File: src/rtl/motor_sched_pkg.sv
// Shared types and constants for the two-axis motor step scheduler.
// State encoding, axis/direction codes and a small sizing helper.
package motor_sched_pkg;

    typedef enum logic [1:0] {
        IDLE,
        DEAD,
        RUN
    } state_t;

    localparam logic AXIS_THETA = 1'b0;
    localparam logic AXIS_PHI   = 1'b1;
    localparam logic DIR_POS    = 1'b0;
    localparam logic DIR_NEG    = 1'b1;

    function automatic int max2(input int a, input int b);
        return (a > b) ? a : b;
    endfunction

endpackage

File: src/rtl/motor_axis_scheduler_step_timer.sv
// Loadable down-counter shared by the dead-time and step-pacing phases.
// Ports: clk, rst (sync, active-high), i_load/i_load_val, i_dec, o_zero.
module step_timer #(
    parameter int W = 16
) (
    input  logic         clk,
    input  logic         rst,
    input  logic         i_load,
    input  logic [W-1:0] i_load_val,
    input  logic         i_dec,
    output logic         o_zero
);

    logic [W-1:0] r_cnt;

    always_ff @(posedge clk) begin
        if (rst) begin
            r_cnt <= '0;
        end else if (i_load) begin
            r_cnt <= i_load_val;
        end else if (i_dec && (r_cnt != '0)) begin
            r_cnt <= r_cnt - 1'b1;
        end
    end

    assign o_zero = (r_cnt == '0);

endmodule

File: src/rtl/motor_axis_scheduler.sv
// Grants theta/phi one at a time onto a shared driver, emits paced step
// pulses with dead time on axis/dir change and a per-grant burst cap.
// Ports: clk, rst (sync, active-high), enable, req_{theta,phi}_{pos,neg} in;
//        step_{theta,phi}_{pos,neg}, busy, grant_axis, step_cnt[7:0], fault out.
module motor_axis_scheduler
    import motor_sched_pkg::*;
#(
    parameter int STEP_DIV  = 50000,
    parameter int DEAD_CYC  = 1000,
    parameter int MAX_STEPS = 64
) (
    input  logic       clk,
    input  logic       rst,
    input  logic       enable,
    input  logic       req_theta_pos,
    input  logic       req_theta_neg,
    input  logic       req_phi_pos,
    input  logic       req_phi_neg,
    output logic       step_theta_pos,
    output logic       step_theta_neg,
    output logic       step_phi_pos,
    output logic       step_phi_neg,
    output logic       busy,
    output logic       grant_axis,
    output logic [7:0] step_cnt,
    output logic       fault
);

    localparam int              TW      = $clog2(max2(STEP_DIV, DEAD_CYC));
    localparam logic [TW-1:0]   STEP_LD = TW'(STEP_DIV - 1);
    localparam logic [TW-1:0]   DEAD_LD = TW'(DEAD_CYC - 1);
    localparam logic [7:0]      MAX_CNT = 8'(MAX_STEPS);

    state_t     r_state;
    logic       r_axis;
    logic       r_dir;
    logic       r_last_axis;
    logic       r_last_dir;
    logic       r_last_valid;
    logic [3:0] r_step;
    logic       r_busy;
    logic [7:0] r_cnt;
    logic       r_fault;

    logic          w_val_t;
    logic          w_val_p;
    logic          w_any;
    logic          w_conf;
    logic          w_axis;
    logic          w_dir;
    logic          w_same;
    logic          w_pos;
    logic          w_neg;
    logic          w_hold;
    logic          w_zero;
    logic          w_ld;
    logic [TW-1:0] w_ld_val;
    logic          w_dec;

    assign w_val_t = req_theta_pos ^ req_theta_neg;
    assign w_val_p = req_phi_pos ^ req_phi_neg;
    assign w_any   = w_val_t | w_val_p;
    assign w_conf  = (req_theta_pos & req_theta_neg) |
                     (req_phi_pos & req_phi_neg);

    // Both axes valid: hand the grant to the one not served last.
    assign w_axis = (w_val_t & w_val_p) ? ~r_last_axis : w_val_p;
    assign w_dir  = (w_axis == AXIS_PHI) ? req_phi_neg : req_theta_neg;
    assign w_same = r_last_valid & (w_axis == r_last_axis) &
                    (w_dir == r_last_dir);

    // Granted request must still be asserted alone in the granted direction.
    assign w_pos  = r_axis ? req_phi_pos : req_theta_pos;
    assign w_neg  = r_axis ? req_phi_neg : req_theta_neg;
    assign w_hold = r_dir ? (w_neg & ~w_pos) : (w_pos & ~w_neg);

    always_comb begin
        w_ld     = 1'b0;
        w_ld_val = '0;
        w_dec    = 1'b0;
        if (!enable) begin
            w_ld = 1'b1;
        end else begin
            case (r_state)
                IDLE: begin
                    if (w_any) begin
                        w_ld     = 1'b1;
                        w_ld_val = w_same ? STEP_LD : DEAD_LD;
                    end
                end
                DEAD, RUN: begin
                    if (!w_hold) begin
                        w_ld = 1'b1;
                    end else if (w_zero) begin
                        w_ld     = 1'b1;
                        w_ld_val = STEP_LD;
                    end else begin
                        w_dec = 1'b1;
                    end
                end
                default: ;
            endcase
        end
    end

    step_timer #(.W(TW)) u_timer (
        .clk        (clk),
        .rst        (rst),
        .i_load     (w_ld),
        .i_load_val (w_ld_val),
        .i_dec      (w_dec),
        .o_zero     (w_zero)
    );

    always_ff @(posedge clk) begin
        if (rst) begin
            r_state      <= IDLE;
            r_axis       <= AXIS_THETA;
            r_dir        <= DIR_POS;
            r_last_axis  <= AXIS_PHI;
            r_last_dir   <= DIR_POS;
            r_last_valid <= 1'b0;
            r_step       <= '0;
            r_busy       <= 1'b0;
            r_cnt        <= '0;
            r_fault      <= 1'b0;
        end else if (!enable) begin
            r_state <= IDLE;
            r_axis  <= AXIS_THETA;
            r_step  <= '0;
            r_busy  <= 1'b0;
            r_cnt   <= '0;
            r_fault <= 1'b0;
        end else begin
            r_step <= '0;
            if (w_conf) begin
                r_fault <= 1'b1;
            end
            case (r_state)
                IDLE: begin
                    if (w_any) begin
                        r_state      <= w_same ? RUN : DEAD;
                        r_axis       <= w_axis;
                        r_dir        <= w_dir;
                        r_cnt        <= '0;
                        r_busy       <= 1'b1;
                        r_last_axis  <= w_axis;
                        r_last_dir   <= w_dir;
                        r_last_valid <= 1'b1;
                    end
                end
                DEAD: begin
                    if (!w_hold) begin
                        r_state <= IDLE;
                        r_busy  <= 1'b0;
                    end else if (w_zero) begin
                        r_state <= RUN;
                    end
                end
                RUN: begin
                    if (!w_hold) begin
                        r_state <= IDLE;
                        r_busy  <= 1'b0;
                    end else if (w_zero) begin
                        // One-hot order: theta+, theta-, phi+, phi-.
                        r_step <= 4'b1000 >> {r_axis, r_dir};
                        r_cnt  <= r_cnt + 8'd1;
                        if (r_cnt + 8'd1 == MAX_CNT) begin
                            r_state <= IDLE;
                            r_busy  <= 1'b0;
                        end
                    end
                end
                default: begin
                    r_state <= IDLE;
                    r_busy  <= 1'b0;
                end
            endcase
        end
    end

    assign step_theta_pos = r_step[3];
    assign step_theta_neg = r_step[2];
    assign step_phi_pos   = r_step[1];
    assign step_phi_neg   = r_step[0];
    assign busy           = r_busy;
    assign grant_axis     = r_axis;
    assign step_cnt       = r_cnt;
    assign fault          = r_fault;

endmodule

File: config.mk
export PLATFORM = sky130hd
export DESIGN_NAME = motor_axis_scheduler
export DESIGN_NICKNAME = d
export VERILOG_FILES = /design/src/rtl/motor_sched_pkg.sv /design/src/rtl/motor_axis_scheduler_step_timer.sv /design/src/rtl/motor_axis_scheduler.sv
export SDC_FILE = /design/constraint.sdc
export NUM_CORES = 1
export LEC_CHECK = 0
export BUFFER_PORTS_ARGS = -buffer_cell sky130_fd_sc_hd__buf_2
export CAP_MARGIN = 20
export CORE_AREA = 2 2 89 48
export CTS_CLUSTER_SIZE = 16
export DETAILED_ROUTE_END_ITERATION = 12
export DIE_AREA = 0 0 91 50
export MAX_ROUTING_LAYER = met4
export PLACE_DENSITY = 0.86
export SYNTH_ARGS = -nofsm -noshare
export SYNTH_HDL_FRONTEND = slang
export SYNTH_SLANG_ARGS = --single-unit
File: constraint.sdc
create_clock -name clk -period 4 [get_ports clk]
set_input_delay 0.2 -clock clk [delete_from_list [all_inputs] [get_ports clk]]
set_output_delay 0.2 -clock clk [all_outputs]
set_load 0.01 [all_outputs]
==> results.json, run 1 <==
{
  "setup_ws_ps": 1310,
  "synth_area_mm2": 0.00228,
  "fin_nets": 312,
  "post-cts-setup-buffers": 0,
  "rsz0062_at_grt": "false",
  "pre_cts_slack_ps": 1380,
  "fmax_mhz": 371,
  "cpMaxStageDelayCell": "or4_1",
  "period_share_pct": 67.3,
  "ys_ff_latch": 36,
  "layout_common_cells": "36 x dfxtp_1, 28 x nor2_1, 23 x nand2_1, 21 x buf_2, 13 x a21oi_1",
  "area_growth_pct": 9.23,
  "synth_cell_types": 58,
  "drt-pass1-iter-count": 5,
  "portBuffers": 21,
  "post_cts_resized": 0,
  "clock-sinks": 36,
  "cts_tree": "done",
  "syn-num-nets": 296,
  "status": "completed",
  "io_pins": 22,
  "hold_viol_final": 0,
  "synth_flop_cell": "dfxtp_1",
  "h-tree-depth": 2,
  "slew_headroom_pct": 33.1,
  "async_flop_share_pct": 0,
  "grt-ovfl-total": 0,
  "grt_pass1_vias": 1908,
  "path_cells": "or4_1, or4_4, a21oi_2, a21oi_2, nand2b_1, o32ai_1",
  "ant_nets": 0,
  "totalWireLength_um": 5930,
  "final_common_cell": "dfxtp_1",
  "grt_use_total_pct": 27.8,
  "clkTransAtPathRegs_ps": 70,
  "critical_path_required_ps": 4160,
  "cp_common_cell": "a21oi_2",
  "ys_warn_count": 0,
  "core_area_mm2": 0.00376,
  "arrival_ps": 2850,
  "drc": 0,
  "wl_per_cell_um": 16.9,
  "cts-hold-fix-buffers": 0,
  "antenna_found_initial": 0,
  "num_antenna_cells": 0,
  "yosysTopAreaCellShare_pct": 31.6,
  "vias_per_cell": 6.36,
  "p_leak_uw": 0.000965,
  "power_density_mw_per_mm2": 386,
  "gp_congestion": 0.972,
  "max_stage_delay_ps": 660,
  "die_area_mm2": 0.00455,
  "initial_core_util_pct": 60.5,
  "grt_pass1_wl_um": 9630,
  "hp-class": "input port to flop",
  "place_hpwl_um": 4410,
  "drtIter0Drc": 283,
  "multiInputGateArea_mm2": 0.00148,
  "critPathTopFamily": "simple AND/OR/NAND/NOR gates",
  "die_y_um": 50,
  "startpoint_type": "flop",
  "crit_type": "flop to flop",
  "clk_latency_ps": 290,
  "worst_ir_drop_vdd_mv": 0.223,
  "setup_viol": 0,
  "maxCapViolCount": 0,
  "crit_buf_inv": 0,
  "fin_crit_ps": 2690,
  "crit_fanout": 11,
  "syn-mean-instance-area_um2": 8.14,
  "final.setup.tns_ps": 0,
  "root_buffer": "clkbuf_8",
  "via_count": 2233,
  "regArea_um2": 721,
  "clk_path_buf_depth": 2,
  "nFillCells": 334,
  "row_count": 16,
  "grt_max_degree": 18,
  "worst_slew_pin_slew_ps": 994,
  "yosys.area.top_type": "dfxtp_1",
  "cts_buffers": 5,
  "synth_edf_count": 0,
  "maxSlewViolCount": 0,
  "skew_ps": 7.17,
  "die_x_um": 91,
  "synthCells": 280,
  "synth.area.top_cells": "dfxtp_1 32%, ha_1 4.9%, nor2_1 4.6%",
  "worst_setup_path_end_kind": "flop",
  "seq_area_frac_synth_pct": 31.6,
  "drive_above_1_share_pct": 16.8
}
## final timing paths
kind,startpoint,to,slack (ps),depth (start not counted)
max reg2reg,u_timer.r_cnt[3]$_SDFFE_PP0P_,u_timer.r_cnt[6]$_SDFFE_PP0P_,1310,6
max,u_timer.r_cnt[3]$_SDFFE_PP0P_,u_timer.r_cnt[6]$_SDFFE_PP0P_,1310,6
min reg2reg,fault$_SDFFE_PP0P_,fault$_SDFFE_PP0P_,490,2
min,rst,r_last_valid$_SDFFE_PP0P_,290,2
## flip-flops by register name, indices dropped and copies added (netlist names), 2 cells and up
signal,cells
r_state,2
step_cnt,8
r_step,4
u_timer.r_cnt,16
## metrics by stage
stage | power (uW) | hold WS (ps) | area, um2 | std cells | utilization [%]
floorplan | 629 | 279 | 2280 | 280 | -
global route | 1010 | 322 | 2490 | 351 | 66.1
CTS | 953 | 275 | 2490 | 351 | 66.1
detailed placement | 688 | 482 | 2400 | 343 | 63.7
finish | 960 | 288 | 2490 | 351 | 66.1
global placement | 685 | 468 | 2400 | 343 | 63.7
## synth_stat cells, types with 3 or more instances
library cell  count
inv_1             7
a211oi_1          4
or4_1             7
a21oi_1          13
xnor2_1           3
o21ai_1           5
o211ai_1          4
o41ai_1           4
nor2_1           28
xor2_1            3
and2_1            3
ha_1              9
nor4_1            7
dfxtp_1          36
nand2_1          23
or2_2             5
nand2b_1          9
and3_1            4
a31oi_1           6
mux2i_1           3
o21ai_0          11
clkbuf_1          7
a21o_1            5
nor3_1            6
nand3_1          11
or3_1             3
nor2b_1           9
## worst register-to-register path: cells and delay by family (launching register included)
kind / cells / cell delay, ps
AOI/OAI and AO/OA: 3 / 580
DFF: 1 / 370
and+or+nand+nor: 3 / 1610
## routing by layer
metal | vias up | global-route usage, % | wire length [um]
met1 | 1011 | 42.0 | 3030
li1 | 1072 | - | -
met4 | 0 | 5.30 | 48
met5 | - | - | 0
met2 | 140 | 35.6 | 2210
met3 | 10 | 8.56 | 644
## area by class of cell
| type | count | share of cell area, % |
|---|---|---|
| clock buffer | 6 | 3.32 |
| clock inverter | 2 | 0.402 |
| inverter | 7 | 1.06 |
| multi-input combinational | 225 | 59.3 |
| sequential | 36 | 29.0 |
| tap | 54 | 2.71 |
| timing repair buffer | 21 | 4.22 |
## cell families (layout without fill, tap and decap cells)
group | count (synthesis) | count (layout) | synth area share [%]
AO/OA/AOI/OAI | 78 | 78 | 24.1
XOR/XNOR | 6 | 6 | 2.31
AND/OR/NAND/NOR | 127 | 127 | 30.1
buffers and inverters | 19 | 36 | 3.57
multiplexers | 5 | 5 | 3.29
flip-flops | 36 | 36 | 31.6
adder cells (fa/ha/maj) | 9 | 9 | 4.94
## power by group
part           switching [uW]  internal [uW]  leakage, uW
Clock                     128            137    0.0000510
Combinational             183            107     0.000621
Sequential               27.0            378     0.000293
Total                     338            623     0.000965
No activity file was read; power rests on OpenSTA's default activity.
==> run 2, diff against run 1 <==
- CORE_AREA: 2 2 89 48 -> 2 2 91 49
- DIE_AREA: 0 0 91 50 -> 0 0 93 51
- PLACE_DENSITY: 0.86 -> 0.83
- clock period: 4 -> 2.7 ns (I/O delays scaled with it)
==> run 2 against run 1 <==
Clock power rose by 49%. Clock-buffer cell count rose by 2. Sequential share of layout area fell by 0.64 points. Total power rose by 51%. Via count rose by 1.3%. Largest cell class unchanged. Largest power group unchanged. Highest routed layer unchanged.
==> results.json, run 2 (synthesis results as in run 1) <==
{
  "grt_use_total_pct": 28.0,
  "num_antenna_cells": 0,
  "largest_register": "u_timer.r_cnt",
  "met3_length_um": 613,
  "p_leak_uw": 0.000993,
  "row_count": 17,
  "grt_pass1_wl_um": 10100,
  "grt_pass1_vias": 2020,
  "pre_cts_slack_ps": 149,
  "final.setup.tns_ps": 0,
  "worstReg2RegStart": "u_timer.r_cnt[1]$_SDFFE_PP0P_",
  "worst_setup_path_end_kind": "flop",
  "maxCapViolCount": 0,
  "die_y_um": 51,
  "vias_per_cell": 6.26,
  "largest_reg_flops": 16,
  "power_density_mw_per_mm2": 568,
  "r2r_cells": 8,
  "crit_buf_inv": 1,
  "setup_viol": 0,
  "cts_tree": "done",
  "nFillCells": 356,
  "antenna_found_initial": 0,
  "die_area_mm2": 0.00474,
  "clkTransAtPathRegs_ps": 70,
  "routed.top_layer": "met4",
  "crit_type": "flop to flop",
  "grt_max_degree": 18,
  "portBuffers": 21,
  "ant_nets": 0,
  "r2r_setup_slack_ps": 90,
  "cpMaxStageDelayCell": "or4_4",
  "startpoint_type": "flop",
  "via_count": 2261,
  "drtIter0Drc": 321,
  "path_cells": "inv_1, ha_1, or3b_2, or4_4, nand2_1, a31oi_2, a21oi_1, a211oi_2",
  "core_area_mm2": 0.00408,
  "post_cts_resized": 0,
  "drt-pass1-iter-count": 5,
  "fin_nets": 319,
  "holdWs_ps": 229,
  "h-tree-depth": 2,
  "layout_common_cells": "36 x dfxtp_1, 28 x nor2_1, 23 x nand2_1, 21 x buf_2, 13 x a21oi_1",
  "min_path_cells": 2,
  "drc": 0,
  "status": "completed",
  "gp_congestion": 0.951,
  "period_share_pct": 96.6,
  "fmax_mhz": 384,
  "rsz0062_at_grt": "false",
  "clock-sinks": 36,
  "hold_viol_final": 0,
  "crit_fanout": 11,
  "post-cts-setup-buffers": 0,
  "final_common_cell": "dfxtp_1",
  "slew_headroom_pct": 60.4,
  "wl_met2_um": 2170,
  "grt-ovfl-total": 0,
  "drive_above_1_share_pct": 18.4,
  "fin_crit_ps": 2610,
  "met1_length_um": 3050,
  "die_x_um": 93,
  "setup_ws_ps": 92.4,
  "worst_slew_pin_slew_ps": 592,
  "min_to": "r_last_valid$_SDFFE_PP0P_",
  "clk_latency_ps": 290,
  "wl_per_cell_um": 16.4,
  "area_growth_pct": 11.7,
  "place_hpwl_um": 4430,
  "totalWireLength_um": 5910,
  "skew_ps": 7.28,
  "io_pins": 22,
  "arrival_ps": 2770,
  "worst_ir_drop_vdd_mv": 0.268,
  "max_stage_delay_ps": 530,
  "hold_path.startpoint": "rst",
  "maxSlewViolCount": 0,
  "cts-hold-fix-buffers": 0,
  "hp-class": "input port to flop",
  "cts_buffers": 5,
  "initial_core_util_pct": 55.8,
  "clk_path_buf_depth": 2,
  "reg2reg_to": "u_timer.r_cnt[2]$_SDFFE_PP0P_",
  "root_buffer": "clkbuf_8",
  "critical_path_required_ps": 2870,
  "critPathTopFamily": "simple AND/OR/NAND/NOR gates"
}
-- run 2: cell count changes in the layout (fill, tap and decap cells not counted), sizes merged --
cell,previous run,this run
clkbuf,6,8
buf,21,28
clkinv,2,0
-- run 2: power by group --
group,switching [uW],internal [uW],total [uW]
Sequential,38.6,561,599
Combinational,273,178,451
Clock,188,208,396
-- run 2: area by class of cell --
| cell class | instances | area [um2] | share of cell area (%) |
|---|---|---|---|
| Tap cell | 57 | 71.3 | 2.80 |
| Sequential cell | 36 | 721 | 28.3 |
| Inverter | 7 | 26.3 | 1.03 |
| Timing Repair Buffer | 28 | 158 | 6.19 |
| Clock buffer | 8 | 90.1 | 3.54 |
| Multi-Input combinational cell | 225 | 1480 | 58.1 |
-- run 2: how the worst max path moves through the flow --
| stage | endpoint | startpoint | slack [ps] | cells past startpoint |
|---|---|---|---|---|
| 2_1_floorplan | u_timer.r_cnt[7]$_SDFFE_PP0P_ | u_timer.r_cnt[2]$_SDFFE_PP0P_ | 410 | 8 |
| 3_3_place_gp | u_timer.r_cnt[6]$_SDFFE_PP0P_ | u_timer.r_cnt[2]$_SDFFE_PP0P_ | 210 | 6 |
| 3_5_place_dp | u_timer.r_cnt[6]$_SDFFE_PP0P_ | u_timer.r_cnt[0]$_SDFFE_PP0P_ | 150 | 8 |
| 4_1_cts | u_timer.r_cnt[6]$_SDFFE_PP0P_ | u_timer.r_cnt[1]$_SDFFE_PP0P_ | 110 | 8 |
| 5_1_grt | step_cnt[5]$_SDFFE_PP0P_ | u_timer.r_cnt[1]$_SDFFE_PP0P_ | 8 | 8 |
| 6_report | u_timer.r_cnt[2]$_SDFFE_PP0P_ | u_timer.r_cnt[1]$_SDFFE_PP0P_ | 90 | 8 |
-- run 2: worst reg2reg max path, cell delays in order, from the launching register on --
cell      delay, ps
dfxtp_1         360
inv_1           160
ha_1            190
or3b_2          470
or4_4           540
nand2_1         150
a31oi_2         260
a21oi_1         290
a211oi_2         70
-- run 2: metrics by stage --
stage                     utilization (%)  area [um2]  total power, uW  instances
after CTS                            62.3        2540             1430        361
after global routing                 62.3        2540             1520        361
after floorplan                         -        2280              932        280
after detailed placement             60.0        2450             1040        353
final                                62.3        2540             1450        361
after global placement               60.0        2450             1040        353
-- run 2: routing by layer --
metal	up-vias	track usage, %
met5	-	-
met4	0	5.88
met3	13	7.82
met2	108	36.7
met1	1054	42.2
li1	1086	-
